===== src/rtl/calc_pkg.sv =====
// Shared constants for the sequential calculator.
// Op codes, token kinds and FSM state encoding.
package calc_pkg;

    localparam logic [1:0] OP_ADD   = 2'd0;
    localparam logic [1:0] OP_SUB   = 2'd1;
    localparam logic [1:0] OP_EQUAL = 2'd2;
    localparam logic [1:0] OP_CLEAR = 2'd3;

    localparam logic KIND_OPND = 1'b0;
    localparam logic KIND_OP   = 1'b1;

    typedef enum logic [1:0] {
        ST_IDLE,
        ST_WAIT_OP,
        ST_WAIT_OPND,
        ST_OUT
    } state_t;

endpackage


===== src/rtl/calc_alu.sv =====
// Combinational add/sub with carry/borrow or
// two's-complement overflow detection.
module calc_alu
    import calc_pkg::*;
#(
    parameter int W      = 8,
    parameter int SIGNED = 0
) (
    input  logic [W-1:0] a,
    input  logic [W-1:0] b,
    input  logic         sub,
    output logic [W-1:0] sum,
    output logic         ovf
);

    logic [W:0] ext;

    always_comb begin
        if (sub) begin
            ext = {1'b0, a} - {1'b0, b};
        end else begin
            ext = {1'b0, a} + {1'b0, b};
        end
        sum = ext[W-1:0];
        if (SIGNED != 0) begin
            // sub: a - b overflows when signs differ and result leaves a's sign
            if (sub) begin
                ovf = (a[W-1] != b[W-1]) &&
                      (sum[W-1] != a[W-1]);
            end else begin
                ovf = (a[W-1] == b[W-1]) &&
                      (sum[W-1] != a[W-1]);
            end
        end else begin
            ovf = ext[W];
        end
    end

endmodule


===== src/rtl/calc_seq_alu.sv =====
// Token-driven accumulator calculator with valid/ready
// input and a backpressured result port.
module calc_seq_alu
    import calc_pkg::*;
#(
    parameter int W      = 8,
    parameter int SIGNED = 0,
    parameter int CHAIN  = 0
) (
    input  logic         clk,
    input  logic         rst,
    input  logic         in_valid,
    output logic         in_ready,
    input  logic         in_kind,
    input  logic [W-1:0] in_data,
    output logic         out_valid,
    input  logic         out_ready,
    output logic [W-1:0] out_result,
    output logic         out_ovf,
    output logic         err
);

    state_t       state_q, state_d;
    logic [W-1:0] acc_q, acc_d;
    logic         ovf_q, ovf_d;
    logic [1:0]   op_q, op_d;
    logic [W-1:0] res_q, res_d;
    logic         rovf_q, rovf_d;
    logic         err_q, err_d;

    logic         take;
    logic         is_op;
    logic [1:0]   op;
    logic [W-1:0] alu_sum;
    logic         alu_ovf;

    assign in_ready   = (state_q != ST_OUT);
    assign out_valid  = (state_q == ST_OUT);
    assign out_result = res_q;
    assign out_ovf    = rovf_q;
    assign err        = err_q;

    assign take  = in_valid && in_ready;
    assign is_op = (in_kind == KIND_OP);
    assign op    = in_data[1:0];

    calc_alu #(
        .W      (W),
        .SIGNED (SIGNED)
    ) u_alu (
        .a   (acc_q),
        .b   (in_data),
        .sub (op_q == OP_SUB),
        .sum (alu_sum),
        .ovf (alu_ovf)
    );

    always_comb begin
        state_d = state_q;
        acc_d   = acc_q;
        ovf_d   = ovf_q;
        op_d    = op_q;
        res_d   = res_q;
        rovf_d  = rovf_q;
        err_d   = 1'b0;
        if (take && is_op && (op == OP_CLEAR)) begin
            state_d = ST_IDLE;
            acc_d   = '0;
            ovf_d   = 1'b0;
        end else begin
            unique case (state_q)
                ST_IDLE: begin
                    if (take) begin
                        if (!is_op) begin
                            acc_d   = in_data;
                            ovf_d   = 1'b0;
                            state_d = ST_WAIT_OP;
                        end else begin
                            err_d = 1'b1;
                        end
                    end
                end
                ST_WAIT_OP: begin
                    if (take) begin
                        if (!is_op) begin
                            err_d = 1'b1;
                        end else if (op == OP_EQUAL) begin
                            res_d   = acc_q;
                            rovf_d  = ovf_q;
                            state_d = ST_OUT;
                        end else begin
                            op_d    = op;
                            state_d = ST_WAIT_OPND;
                        end
                    end
                end
                ST_WAIT_OPND: begin
                    if (take) begin
                        if (!is_op) begin
                            acc_d   = alu_sum;
                            ovf_d   = ovf_q | alu_ovf;
                            state_d = ST_WAIT_OP;
                        end else if (op == OP_EQUAL) begin
                            err_d = 1'b1;
                        end else begin
                            op_d = op;
                        end
                    end
                end
                ST_OUT: begin
                    if (out_ready) begin
                        if (CHAIN != 0) begin
                            // continue from the result as a new first operand
                            acc_d   = res_q;
                            ovf_d   = 1'b0;
                            state_d = ST_WAIT_OP;
                        end else begin
                            state_d = ST_IDLE;
                        end
                    end
                end
                default: begin
                    state_d = ST_IDLE;
                end
            endcase
        end
    end

    always_ff @(posedge clk) begin
        if (rst) begin
            state_q <= ST_IDLE;
            acc_q   <= '0;
            ovf_q   <= 1'b0;
            op_q    <= OP_ADD;
            res_q   <= '0;
            rovf_q  <= 1'b0;
            err_q   <= 1'b0;
        end else begin
            state_q <= state_d;
            acc_q   <= acc_d;
            ovf_q   <= ovf_d;
            op_q    <= op_d;
            res_q   <= res_d;
            rovf_q  <= rovf_d;
            err_q   <= err_d;
        end
    end

endmodule

===== config.mk =====
export PLATFORM = sky130hd
export DESIGN_NAME = calc_seq_alu
export DESIGN_NICKNAME = d
export VERILOG_FILES = /design/src/rtl/calc_pkg.sv /design/src/rtl/calc_alu.sv /design/src/rtl/calc_seq_alu.sv
export SDC_FILE = /design/constraint.sdc
export NUM_CORES = 1
export LEC_CHECK = 0
export CORE_UTILIZATION = 45
export DETAILED_ROUTE_END_ITERATION = 7
export PLACE_DENSITY = 0.71
export SYNTH_ARGS = -nofsm -noshare
export SYNTH_HDL_FRONTEND = slang
export SYNTH_SLANG_ARGS = --single-unit

===== constraint.sdc =====
create_clock -name clk -period 3.1 [get_ports clk]
set_clock_uncertainty 0.05 [all_clocks]
set_input_delay 0.62 -clock clk [delete_from_list [all_inputs] [get_ports clk]]
set_output_delay 0.62 -clock clk [all_outputs]
set_load 0.005 [all_outputs]

==> results.json, run 1 <==
{
  "status": "complete, no violations",
  "cts_tree": "done",
  "relSlewSlack_pct": 57.7,
  "crit_top_cell": "ha_1",
  "totalPowerFinal_uw": 979,
  "synth_cell_types": 44,
  "arrival_ns": 3.15,
  "place_area_um2": 2090,
  "yosysWarnings": 0,
  "layout_common_cells": "nor2_1, buf_4, clkdlybuf4s50_1",
  "hp-class": "flip-flop to flip-flop",
  "critical-path-slowest-cell": "clkdlybuf4s50_1",
  "numCtsBuffers": 3,
  "synth_flop_cell": "dfxtp_1",
  "wirelength_um": 3980,
  "fmax_mhz": 344,
  "cp_cell_sequence": "clkdlybuf4s50_1, inv_1, ha_1, a21oi_1, xnor2_1, ha_1, a211oi_1, o21ai_0, a31oi_1, mux2_2, nand2_1",
  "regArea_um2": 460,
  "gr-usage-all-layers_pct": 22.0,
  "setup_tns_ns": 0,
  "port-buffer-count": 24,
  "first_global_vias": 1477,
  "fillers": 305,
  "antenna_left": 0,
  "viasPerCell": 5.41,
  "finalCritPeriodShare_pct": 93.8,
  "pre_cts_ws_ns": -0.172,
  "postSynth.asyncResetShare_pct": 0,
  "core_um2": 3420,
  "hold_viol": 0,
  "clock-root-buffer": "clkbuf_4",
  "setup_viol": 0,
  "hpwl_um": 3020,
  "drv_slew": 0,
  "drtIter0Drc": 70,
  "multi_input_area_um2": 1100,
  "clk_pin_slew_ns": 0.14,
  "synth.net_count": 223,
  "syn_inst": 194,
  "gp_congestion": 0.888,
  "grt_util_met3_pct": 1.64,
  "setup_ws_ns": 0.193,
  "min_period_ns": 2.91,
  "drive_gt1_share_pct": 15.3,
  "tightest_slew_ns": 0.635,
  "insertion_delay_ns": 0.33,
  "post_cts_buffers": 0,
  "ys_ff_latch": 23,
  "final_common_cell": "nor2_1",
  "power_density_nw_per_um2": 462,
  "power_leakage_uw": 0.000900,
  "vias": 1558,
  "grt_use_met2_pct": 33.6,
  "syn_to_final_growth_pct": 29.2,
  "clock_sinks": 23,
  "critPathCaptureType": "flip-flop",
  "cts_buffer_depth": 2,
  "crit_required_ns": 3.34,
  "h-tree-depth": 1,
  "criticalPathCategory": "input port to flip-flop",
  "wl_per_cell_um": 13.8,
  "synth_edf_count": 0,
  "maxCapViolations": 0,
  "start_util_pct": 48.1,
  "first_pass_iters": 4,
  "die_y_um": 62.4,
  "final_area_um2": 2120,
  "syn-cell-area_um2": 1640,
  "io_pins": 25,
  "critPathMaxStageDelay_ns": 0.48,
  "busiest_layer": "met2",
  "grt_pass1_wl_um": 6820,
  "grt-ovfl-total": 0,
  "n_antenna_cell": 0,
  "antenna_found_initial": 0,
  "use_met1_pct": 31.3,
  "drcViolationCount": 0,
  "num_rows": 21,
  "cp_max_fo": 4,
  "ys_seq_area_share_pct": 28.0,
  "die_w_um": 62.4,
  "avgSynthCellArea_um2": 8.46,
  "irDropWorstVdd_mv": 0.305,
  "rsz0062_at_grt": "no",
  "layout.nets": 272,
  "die-area_um2": 3890,
  "grt_max_degree": 18,
  "critPathLaunchType": "input port"
}
## worst max-delay path: cells and delay by family
| family | cells | cell delay (ns) |
|---|---|---|
| compound gates | 4 | 0.93 |
| xor+xnor | 1 | 0.13 |
| fa+ha+maj | 2 | 0.53 |
| buf+inv | 2 | 0.54 |
| mux | 1 | 0.35 |
| simple gates | 1 | 0.05 |
## where the power goes
group	switching, uW	total (uW)	internal, uW
Clock	103	151	48.6
Sequential	27.2	351	324
Combinational	256	477	221
## Yosys cell counts, types with 4 or more instances
| library cell | number | share of area (%) |
|---|---|---|
| nor2_1 | 29 | 6.6 |
| nor3_1 | 5 | 1.5 |
| xnor2_1 | 8 | 4.3 |
| inv_1 | 11 | 2.5 |
| mux2i_1 | 17 | 10 |
| o21ai_0 | 7 | 2.1 |
| a211oi_1 | 5 | 2.3 |
| dfxtp_1 | 23 | 28 |
| ha_1 | 15 | 11 |
| a21oi_1 | 16 | 4.9 |
| nand2b_1 | 4 | 1.5 |
| nand2_1 | 9 | 2.1 |
## registers in the layout, indices dropped and copies added, names as in the netlist
name,cells
acc_q,8
out_result,8
op_q,2
state_q,2
err,1
out_ovf,1
ovf_q,1
## metrics by stage
step	instances	util [%]	hold WS, ns
3_3_place_gp	284	61.1	0.426
5_1_grt	288	62.1	0.495
3_5_place_dp	284	61.1	0.434
2_1_floorplan	194	-	0.405
6_report	288	62.1	0.459
4_1_cts	288	61.9	0.463
## worst paths after layout
check | from | endpoint | slack, ns | cells past startpoint
worst min-delay path | op_q[0]$_SDFFE_PP0P_ | op_q[0]$_SDFFE_PP0P_ | 0.46 | 2
worst min register to register | op_q[0]$_SDFFE_PP0P_ | op_q[0]$_SDFFE_PP0P_ | 0.46 | 2
worst max-delay path | in_data[0] | ovf_q$_SDFFE_PP0P_ | 0.19 | 11
worst max register to register | op_q[0]$_SDFFE_PP0P_ | ovf_q$_SDFFE_PP0P_ | 0.62 | 10
## kinds of logic after synthesis
| logic type | after synthesis | share of synthesized area (%) |
|---|---|---|
| AO/OA/AOI/OAI | 49 | 19.8 |
| AND/OR/NAND/NOR | 62 | 18.2 |
| buffers and inverters | 17 | 5.41 |
| adder cells (fa/ha/maj) | 16 | 12.7 |
| XOR/XNOR | 9 | 4.80 |
| flip-flops | 23 | 28.0 |
| multiplexers | 18 | 11.1 |
## timing repair
item	in CTS	in global routing
hold endpoints to repair	0	0
setup endpoints to repair	0	1
gates resized for setup	0	2
hold buffers	0	0
## layout make-up
type,count,share of cell area (%)
multi-input combinational,154,51.8
sequential,23,21.7
timing repair buffer,50,20.5
tap,46,2.71
inverter,11,1.95
clock buffer,3,1.06
clock inverter,1,0.236
## layer usage
metal  vias up  routed length [um]
met1       722                2010
met3         9                 173
met2        37                1720
met4         0                  83
li1        790                   -
met5         -                   0
Note: power is estimated with default switching activity, not from simulation.
==> run 2: changes to the inputs <==
- TNS_END_PERCENT: not set -> 30
==> results of run 2 <==
Same layout as run 1: the final DEF is identical, and so are final timing and power.
==> RTL edit, RTL diff (flow settings as in run 1) <==
`SIGNED` is set to 0 in 2 places; all go to 1.
--- a/src/rtl/calc_alu.sv
+++ b/src/rtl/calc_alu.sv
@@ -6,3 +6,3 @@
     parameter int W      = 8,
-    parameter int SIGNED = 0
+    parameter int SIGNED = 1
 ) (
--- a/src/rtl/calc_seq_alu.sv
+++ b/src/rtl/calc_seq_alu.sv
@@ -6,3 +6,3 @@
     parameter int W      = 8,
-    parameter int SIGNED = 0,
+    parameter int SIGNED = 1,
     parameter int CHAIN  = 0
Behaviour: not the same (a bounded check fails within 10 cycles, from zero or initial values and one cycle with rst high).
==> RTL edit against run 1 <==
  * Global-route usage fell by 0.30 points
  * Total power fell by 6.6%
  * Routed wire length fell by 7.3%
  * Setup slack got worse by 61 ps
  * Final area fell by 5.9%
  * Area after synthesis fell by 4.7%
  * Sequential cell count did not move
  * Via count fell by 8.6%
  * Largest cell class unchanged
  * Largest power group unchanged
==> RTL edit: results <==
[outcome]
status = "complete, no violations"

[finish]
fin_area_mm2 = 0.00200
fin_nets = 247
antenna_cells = 0
n_fill_cell = 328
drive_above_1_share = 0.124

[logic_synthesis]
synth.distinct_cells = 38
synthFlopType = "dfxtp_1"
avgSynthCellArea_um2 = 8.69
synth_commonest_cells = "nor2_1 (29), dfxtp_1 (23), mux2i_1 (19), ha_1 (14)"
synthTopCellsByArea = "dfxtp_1 (29%), mux2i_1 (12%), ha_1 (11%)"
yosysSeqAreaShare = 0.294
yosysWarnings = 0
syn_nets = 208
synthArstFlopShare = 0

[routing]
wl_per_cell_um = 14.0
wirelength_um = 3690
drt-vias-per-instance = 5.39
first_pass_iters = 4
first_iter_violations = 58

[place]
post-place-cells = 260
pre_cts_ws_ps = -200
place.gp.congestion = 0.861
port_buffers = 24
dp.final_hpwl_um = 2850

[grt]
antenna_found_initial = 0
track_usage = 0.217
grt_start_max_net_pins = 19
grt_pass1_vias = 1417
grt_pass1_wl_um = 6110

[worst_setup_path]
cpPeakStageDelay_ps = 560
critical_path.slowest_cell = "clkdlybuf4s50_1"
crit_fanout = 3
arrival_ps = 3110
critPathTopFamily = "simple AND/OR/NAND/NOR gates"

[pwr]
vdd_drop_max_mv = 0.300
p_leak_nw = 0.803
switching_share = 0.375

[worst_hold_path]
min_path_type = "flop to flop"

[clocking]
h-tree-depth = 1
clock_latency_ps = 310
clockBufferDepth = 2
root_buffer = "clkbuf_4"
clkTransAtPathRegs_ps = 140
cts_buffers = 3

[timing]
tightest_slew_ps = 472
## RTL edit: cell count changes after synthesis, moves of 3 or more
cell / change
a21oi_1: -5
nand2b_1: -4
o21ai_0: -4
o21ai_1: -3
## RTL edit: final timing paths
check | start | end | slack [ps] | depth (start not counted)
setup / recovery | in_data[1] | ovf_q | 130 | 12
hold / removal | acc_q[0] | acc_q[0] | 440 | 2
setup reg to reg | op_q[0] | ovf_q | 610 | 10
hold reg to reg | acc_q[0] | acc_q[0] | 440 | 2
## RTL edit: cell type report
class                      count  area share
tap                           46      0.0288
clock buffer                   4      0.0132
timing repair buffer          41       0.184
sequential                    23       0.231
inverter                      11      0.0207
multi-input combinational    139       0.522
## RTL edit: cell families (layout without fill, tap and decap cells)
logic type               after synthesis  after routing  share of synthesized area
AND/OR/NAND/NOR                       59             59                      0.181
AO/OA/AOI/OAI                         33             33                      0.155
flip-flops                            23             23                      0.294
multiplexers                          19             19                      0.122
buffers and inverters                 18             56                     0.0504
adder cells (fa/ha/maj)               15             15                      0.125
XOR/XNOR                              13             13                     0.0728
## RTL edit: repair_timing
action | in CTS | in global routing
resized for setup | 0 | 2
setup buffers | 0 | 0
endpoints found under the hold margin | 0 | 0
setup endpoints to repair | 0 | 1
## RTL edit: power by group through the flow
stage               Clock [W]  Combinational (W)  Sequential (W)
finish               0.000145           0.000421        0.000348
global route         0.000164           0.000467        0.000351
CTS                  0.000151           0.000418        0.000348
detailed placement          0           0.000414        0.000355
global placement            0           0.000399        0.000353
floorplan                   0           0.000290        0.000348
## RTL edit: layer usage
metal	share of wire	track usage
met4	0.010	0.0357
met2	0.48	0.389
met5	0	0
met3	0.054	0.0384
met1	0.45	0.276
